[src/rtl/vga_box_scheduler.sv]
// ----------------------------------------------------------------------------
// vga_box_scheduler
//
// Sequences the three effect-indicator boxes (volume, pitch, distortion) onto
// the single pixel-write port of the VGA adapter. A box is redrawn when it has
// never been drawn since reset, or when its effect on/off level differs from
// the level it was last drawn with. Pending boxes are served round-robin, and
// each granted box is rastered at one pixel per clock.
//
// Ports
//   Clock         in   1   system clock, rising edge
//   Resetn        in   1   synchronous reset, active low
//   VolumeOn      in   1   volume effect enabled (requester 0)
//   PitchOn       in   1   pitch effect enabled (requester 1)
//   DistortionOn  in   1   distortion effect enabled (requester 2)
//   x             out  8   pixel column (registered)
//   y             out  7   pixel row (registered)
//   colour        out  12  pixel colour, RGB444 (registered)
//   writeEn       out  1   pixel write strobe (registered)
//   Busy          out  1   high while a box is being rastered
// ----------------------------------------------------------------------------
module vga_box_scheduler #(
    parameter int          BOX_W      = 17,
    parameter int          BOX_H      = 7,
    parameter int          Y0         = 21,
    parameter int          X0_VOL     = 25,
    parameter int          X0_PITCH   = 72,
    parameter int          X0_DIST    = 119,
    parameter logic [11:0] ON_COLOUR  = 12'h2C3,
    parameter logic [11:0] OFF_COLOUR = 12'h222
) (
    input  logic        Clock,
    input  logic        Resetn,
    input  logic        VolumeOn,
    input  logic        PitchOn,
    input  logic        DistortionOn,
    output logic [7:0]  x,
    output logic [6:0]  y,
    output logic [11:0] colour,
    output logic        writeEn,
    output logic        Busy
);

    typedef enum logic {
        IDLE = 1'b0,
        DRAW = 1'b1
    } state_t;

    state_t      state_reg, state_next;
    logic [2:0]  shown_reg, shown_next;
    logic [2:0]  valid_reg, valid_next;
    logic [1:0]  rr_reg, rr_next;
    logic [1:0]  box_reg, box_next;
    logic [4:0]  col_reg, col_next;
    logic [2:0]  row_reg, row_next;
    logic [7:0]  x_reg, x_next;
    logic [6:0]  y_reg, y_next;
    logic [11:0] colour_reg, colour_next;
    logic        we_reg, we_next;
    logic        busy_reg, busy_next;

    logic [2:0]  on_lvl;
    logic [2:0]  pend;
    logic        grant_any;
    logic [1:0]  grant_idx;
    logic        last_pixel;

    assign on_lvl = {DistortionOn, PitchOn, VolumeOn};

    // A box needs drawing if it was never drawn or shows a stale level.
    assign pend = ~valid_reg | (on_lvl ^ shown_reg);

    assign last_pixel = (col_reg == 5'(BOX_W - 1)) && (row_reg == 3'(BOX_H - 1));

    function automatic logic [7:0] box_x0(input logic [1:0] idx);
        case (idx)
            2'd0:    box_x0 = 8'(X0_VOL);
            2'd1:    box_x0 = 8'(X0_PITCH);
            default: box_x0 = 8'(X0_DIST);
        endcase
    endfunction

    // Round-robin scan starting at rr_reg; first pending requester wins.
    always_comb begin
        logic [2:0] cand;
        grant_any = 1'b0;
        grant_idx = 2'd0;
        cand      = 3'd0;
        for (int k = 0; k < 3; k++) begin
            cand = {1'b0, rr_reg} + 3'(k);
            if (cand >= 3'd3) begin
                cand = cand - 3'd3;
            end
            if (!grant_any && pend[cand[1:0]]) begin
                grant_any = 1'b1;
                grant_idx = cand[1:0];
            end
        end
    end

    always_comb begin
        state_next  = state_reg;
        shown_next  = shown_reg;
        valid_next  = valid_reg;
        rr_next     = rr_reg;
        box_next    = box_reg;
        col_next    = col_reg;
        row_next    = row_reg;
        x_next      = x_reg;
        y_next      = y_reg;
        colour_next = colour_reg;
        we_next     = 1'b0;
        busy_next   = 1'b0;

        case (state_reg)
            IDLE: begin
                if (grant_any) begin
                    // First pixel is presented on the same edge as the grant.
                    state_next              = DRAW;
                    box_next                = grant_idx;
                    rr_next                 = (grant_idx == 2'd2) ? 2'd0 : grant_idx + 2'd1;
                    shown_next[grant_idx]   = on_lvl[grant_idx];
                    valid_next[grant_idx]   = 1'b1;
                    colour_next             = on_lvl[grant_idx] ? ON_COLOUR : OFF_COLOUR;
                    col_next                = 5'd0;
                    row_next                = 3'd0;
                    x_next                  = box_x0(grant_idx);
                    y_next                  = 7'(Y0);
                    we_next                 = 1'b1;
                    busy_next               = 1'b1;
                end
            end
            DRAW: begin
                if (last_pixel) begin
                    // Forces one idle cycle before the next box can start.
                    state_next = IDLE;
                end else begin
                    if (col_reg == 5'(BOX_W - 1)) begin
                        col_next = 5'd0;
                        row_next = row_reg + 3'd1;
                    end else begin
                        col_next = col_reg + 5'd1;
                    end
                    x_next    = box_x0(box_reg) + 8'(col_next);
                    y_next    = 7'(Y0) + 7'(row_next);
                    we_next   = 1'b1;
                    busy_next = 1'b1;
                end
            end
            default: state_next = IDLE;
        endcase
    end

    always_ff @(posedge Clock) begin
        if (!Resetn) begin
            state_reg  <= IDLE;
            shown_reg  <= 3'd0;
            valid_reg  <= 3'd0;
            rr_reg     <= 2'd0;
            box_reg    <= 2'd0;
            col_reg    <= 5'd0;
            row_reg    <= 3'd0;
            x_reg      <= 8'd0;
            y_reg      <= 7'd0;
            colour_reg <= 12'd0;
            we_reg     <= 1'b0;
            busy_reg   <= 1'b0;
        end else begin
            state_reg  <= state_next;
            shown_reg  <= shown_next;
            valid_reg  <= valid_next;
            rr_reg     <= rr_next;
            box_reg    <= box_next;
            col_reg    <= col_next;
            row_reg    <= row_next;
            x_reg      <= x_next;
            y_reg      <= y_next;
            colour_reg <= colour_next;
            we_reg     <= we_next;
            busy_reg   <= busy_next;
        end
    end

    assign x       = x_reg;
    assign y       = y_reg;
    assign colour  = colour_reg;
    assign writeEn = we_reg;
    assign Busy    = busy_reg;

endmodule

[config.mk]
export PLATFORM = sky130hd
export DESIGN_NAME = vga_box_scheduler
export DESIGN_NICKNAME = d
export VERILOG_FILES = /design/src/rtl/vga_box_scheduler.sv
export SDC_FILE = /design/constraint.sdc
export NUM_CORES = 1
export LEC_CHECK = 0
export CORE_AREA = 2 2 79 81
export CTS_BUF_LIST = sky130_fd_sc_hd__clkbuf_16
export DETAILED_ROUTE_END_ITERATION = 10
export DIE_AREA = 0 0 81 83
export GPL_TIMING_DRIVEN = 0
export PLACE_DENSITY = 0.53
export SLEW_MARGIN = 5
export SYNTH_ARGS = -nofsm -noshare
export SYNTH_HDL_FRONTEND = slang
export SYNTH_SLANG_ARGS = --single-unit
[constraint.sdc]
create_clock -name Clock -period 3.1 [get_ports Clock]
set_input_delay 0.31 -clock Clock [delete_from_list [all_inputs] [get_ports Clock]]
set_output_delay 0.31 -clock Clock [all_outputs]
set_load 0.02 [all_outputs]
; ---- After elaboration in Yosys (flattened, before gate mapping)
; Index checks and enable logic that the tools add are counted.
[word_totals]
output_inout_bits = 29
ff_bits = 46
elab_cells = 97
in_bits = 5
[op_classes]
order_cmp = 8
add_sub_neg = 10
bitwise = 5
n_eq_ne = 7
n_mux = 47
n_reduce_logical = 10
[ops]
columns = cell, count
row1 = one-hot mux 7 bit (2 select lines), 3
row2 = 2-to-1 mux 8 bit, 5
row3 = 2-to-1 mux 5 bit, 5
row4 = one-hot mux 8 bit (2 select lines), 1
row5 = 2-to-1 mux 3 bit, 5
row6 = 2-to-1 mux 2 bit, 7
row7 = 2-to-1 mux 7 bit, 2
row8 = "< comparator 2 x 3 -> 1 bit, second input constant", 4
row9 = 2-to-1 mux 1 bit, 10
row10 = one-hot mux 5 bit (2 select lines), 1
row11 = adder 8 x 5 -> 8 bit, 1
row12 = binary-select mux 1 bit (select 2 bit), 4
row13 = "adder 5 x 3 -> 6 bit, first input constant", 1
row14 = "greater-or-equal comparator 3 x 2 -> 1 bit, second input constant", 2
row15 = bitwise OR 3 bit, 2
row16 = one-hot mux 3 bit (2 select lines), 1
row17 = "subtractor 2 bit, second input constant", 3
row18 = "adder 5 x 1 -> 5 bit, second input constant", 1
row19 = "equality test 5 bit, second input constant", 1
row20 = "equality test 2 x 1 -> 1 bit, second input constant", 2
row21 = logical AND 1 bit, 4
row22 = zero test 2 bit, 2
row23 = "inequality test 2 bit, second input constant", 2
row24 = AND reduction 2 bit, 2
row25 = 15 further kinds, 16

; ---- Longest topological paths before layout
[depth]
depth_word = 16
ltp_mapped = 12
depth_no_buf = 11

; ---- Worst setup path before layout
; No wires, ideal clock.
[synth_timing]
kind = reg-to-reg
from = register col_reg[0]
to = register x_reg[5] (netlist: x[5])
path_slack_ps = 578
required_time_ps = 3030
arrival_ps = 2452
setup_time_ps = 70
period_less_slack_ps = 2522
path_stages_with_launch = 13
path_buffers = 1
cell_sequence = dfxtp_1 > inv_1 > ha_1 > nor4bb_1 > buf_2 > nor2b_1 > ha_1 > a21o_1 > a311o_1 > a21oi_1 > xnor2_1 > a21oi_1 > a21oi_1
[synth_between]
elab_chain_cells = 7
elab_cells_between_ends = 11
classes_between = 2 x add/sub / 2 x eq/ne / 5 x mux / 2 x reduce/logical
[synth_lines]
columns = item, line_no
row1 = from (decl), 54  ; logic [4:0] col_reg, col_next;
row2 = from (signal assigned), 174  ; col_reg <= col_next;
row3 = adder 5 x 1 -> 5 bit / equality test 5 bit (equally long branches), "142, 73, 138"
row4 = 2-to-1 mux 5 bit, 138  ; if (col_reg == 5'(BOX_W - 1)) begin
row5 = 2-to-1 mux 5 bit, 134  ; if (last_pixel) begin
row6 = 2-to-1 mux 5 bit, 115  ; case (state_reg)
row7 = adder 8 x 5 -> 8 bit, 144  ; x_next = box_x0(box_reg) + 8'(col_next);
row8 = 2-to-1 mux 8 bit, 134
row9 = one-hot mux 8 bit (2 select lines), 115
row10 = to (signal assigned), 176  ; x_reg <= x_next;
row11 = to (decl), 56  ; logic [7:0] x_reg, x_next;
; Several ways; a longest one is shown, not always the timed one. The select of a mux whose other input is x is not followed.
; A chain may end at the register's enable or synchronous reset.

; ---- Worst setup path in the final report
; Ends and elaborated chain as after synthesis.

==> impl_metrics.yaml <==
clocking:
  cts_resized: 0
  cts_tree: "yes"
  root_buffer: "clkbuf_16"
  h-tree-depth: 2
  worstSkewPairLatency_ns: 0.28
  cts_inserted_buffers: 5
  clock_sinks: 35
  cts.path.max_buffers: 2
  path_clk_slew_ns: 0.06
  cts_setup_buffers: 0
  hold_buffers: 0
setup_path:
  path_class: "flip-flop to flip-flop"
  reg2reg_from: "col_reg[0]"
  critPathCaptureType: "flip-flop"
  worstPathRequired_ns: 3.31
  cp_max_fo: 10
  cp_data_arrival_time_ns: 3.10
  rr_worst_depth: 12
  worstSetupStartpointType: "flip-flop"
  r2r-end: "x[5]"
  rrSetupSlack_ns: 0.21
layout:
  n_fill_cell: 604
  fin_nets: 296
  layout-drive-gt1-share: 0.1007
  design_area_um2: 2494
  largest_reg_flops: 8
  diodes: 0
  final_common_cell: "dfxtp_1"
  layout_common_cells: "dfxtp_1, nor2_1, a21oi_1, clkdlybuf4s50_1, nand2_1"
  multi_input_area_um2: 1129
  area_growth_pct: 25.74
  seq_area_um2: 700.7
timing:
  hold_slack_ns: 0.4628
  setup_violations: 0
  skew_ns: 0.005982
  rsz0062_at_grt: "no"
  fin_setup_tns_ns: 0
  fmax_ghz: 0.3465
  max-slew-margin-rel: 0.4065
  fin_crit_sh: 0.9309
  hold_violations: 0
  period_needed_ns: 2.886
  slew_violations: 0
  worstMarginPinSlew_ns: 0.8835
synth:
  synth_fa_ha_area_frac: 0.08580
  ys_seq_area_frac: 0.3533
  syn_area_um2: 1983
  yosys.area_share.simple: 0.1823
  synth_cells: 239
  synthTopCellsByArea: "dfxtp_1, ha_1, a21oi_1, nor2_1, buf_4"
  ys_ff_latch: 35
  yosys_warnings: 0
  ys_types: 49
  synth_xor_area_frac: 0.05300
  synth-async-reset-ratio: 0
  synth_top_area_share: 0.3533
  synth-edff-count: 0
  avgSynthCellArea_um2: 8.298
  yosysTopAreaCell: "dfxtp_1"
  ys.flop_type: "dfxtp_1"
  synthMuxAreaShare: 0
  synth_compound_gate_area_share: 0.2297
  synth_top_family_by_area: "compound AO/OA/AOI/OAI gates"
grt:
  grt.met1_usage: 0.2334
  grt_max_degree: 11
  use_met3: 0.03696
  busiest_layer: "met2"
  grt_use_met2: 0.2352
  antenna_found_initial: 0
  grt_pass1_vias: 1720
  grt_overflow_total: 0
  grt_first_pass_wirelength_mm: 8.480
  track_usage: 0.1624
route:
  ant_nets: 0
  dr.first_iter.drc_count: 90
  routed_via_density: 5.113
  drc_errors: 0
  first_pass_iters: 4
  routedWlPerCell_um: 14.09
  vias: 1805
  drt-total-wl_mm: 4.973
min_path:
  min_from: "y[1]"
  hold_class: "flip-flop to flip-flop"
  holdPathStages: 2
  min_to: "y[1]"
floorplanning:
  rows: 28
  design.die.area_um2: 6723
  core_um2: 5816
  die_y_um: 83
  chipWidth_um: 81
  io_pins: 34
  start_util: 0.3410
run_status:
  outcome: "complete, no violations"
placement:
  dp_hpwl_mm: 3.528
  io_buffers: 25
  placed_area_um2: 2354
  gp_congestion: 0.8284
power_and_ir_drop:
  total_leakage_power_nw: 1.011
  p_per_area_nw_per_um2: 826.5
  ir_worst_vdd_mv: 0.4965
run:
  maxCapViolCount: 0
worst max-delay path: stages (launching register included):
cell,delay (ns)
dfxtp_1,0.43
inv_1,0.07
ha_1,0.21
nor4bb_2,0.18
buf_2,0.19
nor2b_1,0.30
ha_1,0.29
a21o_1,0.17
a311o_1,0.35
a21oi_1,0.22
xnor2_1,0.14
a21oi_1,0.09
a21oi_1,0.16
power by group:
group          internal [mW]  leakage [nW]  switching, mW  total, mW
registers              0.557         0.288         0.0802      0.637
clock network          0.288        0.0671          0.179      0.467
logic                  0.410         0.656          0.546      0.957
total                   1.26          1.01          0.805       2.06
metrics by stage:
step,instances,setup slack (ns),util,power (mW)
global placement,346,0.2649,0.4047,1.604
detailed placement,346,0.2659,0.4047,1.599
finish,353,0.2141,0.4288,2.061
global route,353,0.03281,0.4288,2.212
CTS,353,0.2242,0.4277,2.078
floorplan,246,0.5784,-,1.291
synth_stat cells (all sizes together) (4+ instances only):
master and instances:
o21ai 6, a21o 6, buf 16, dfxtp 35, nand3 12, a31oi 6
xnor2 9, clkbuf 8, inv 10, nand2 21, ha 12, nor2 27
nor3 4, a21oi 25
layer usage:
metal,vias to the layer above,routed length [µm]
met1,830,2481
met4,0,82
met5,-,0
met2,59,2115
li1,910,-
met3,6,293
cell type report:
class,count,share of cell area
flip-flops and latches,35,0.2810
well taps,75,0.03763
multi-input cells,177,0.4526
clock buffers,5,0.05018
clock inverters,2,0.003512
repair buffers,25,0.1004
plain buffers,24,0.05971
inverters,10,0.01505
kinds of logic after synthesis:
logic type,after synthesis
AND/OR/NAND/NOR,78
AO/OA/AOI/OAI,66
flip-flops,35
buffers and inverters,34
adder cells (fa/ha/maj),13
XOR/XNOR,12
other,1
worst max path at each step:
stage	slack [ns]	to	start	cells after the start
6_report	0.21	x[5]	col_reg[0]	12
3_3_place_gp	0.26	x[5]	col_reg[0]	12
2_1_floorplan	0.58	x[5]	col_reg[0]	12
3_5_place_dp	0.27	x[5]	col_reg[0]	12
5_1_grt	0.03	x[5]	col_reg[0]	12
4_1_cts	0.22	x[5]	col_reg[0]	12
Note: power is estimated with default switching activity, not from simulation.
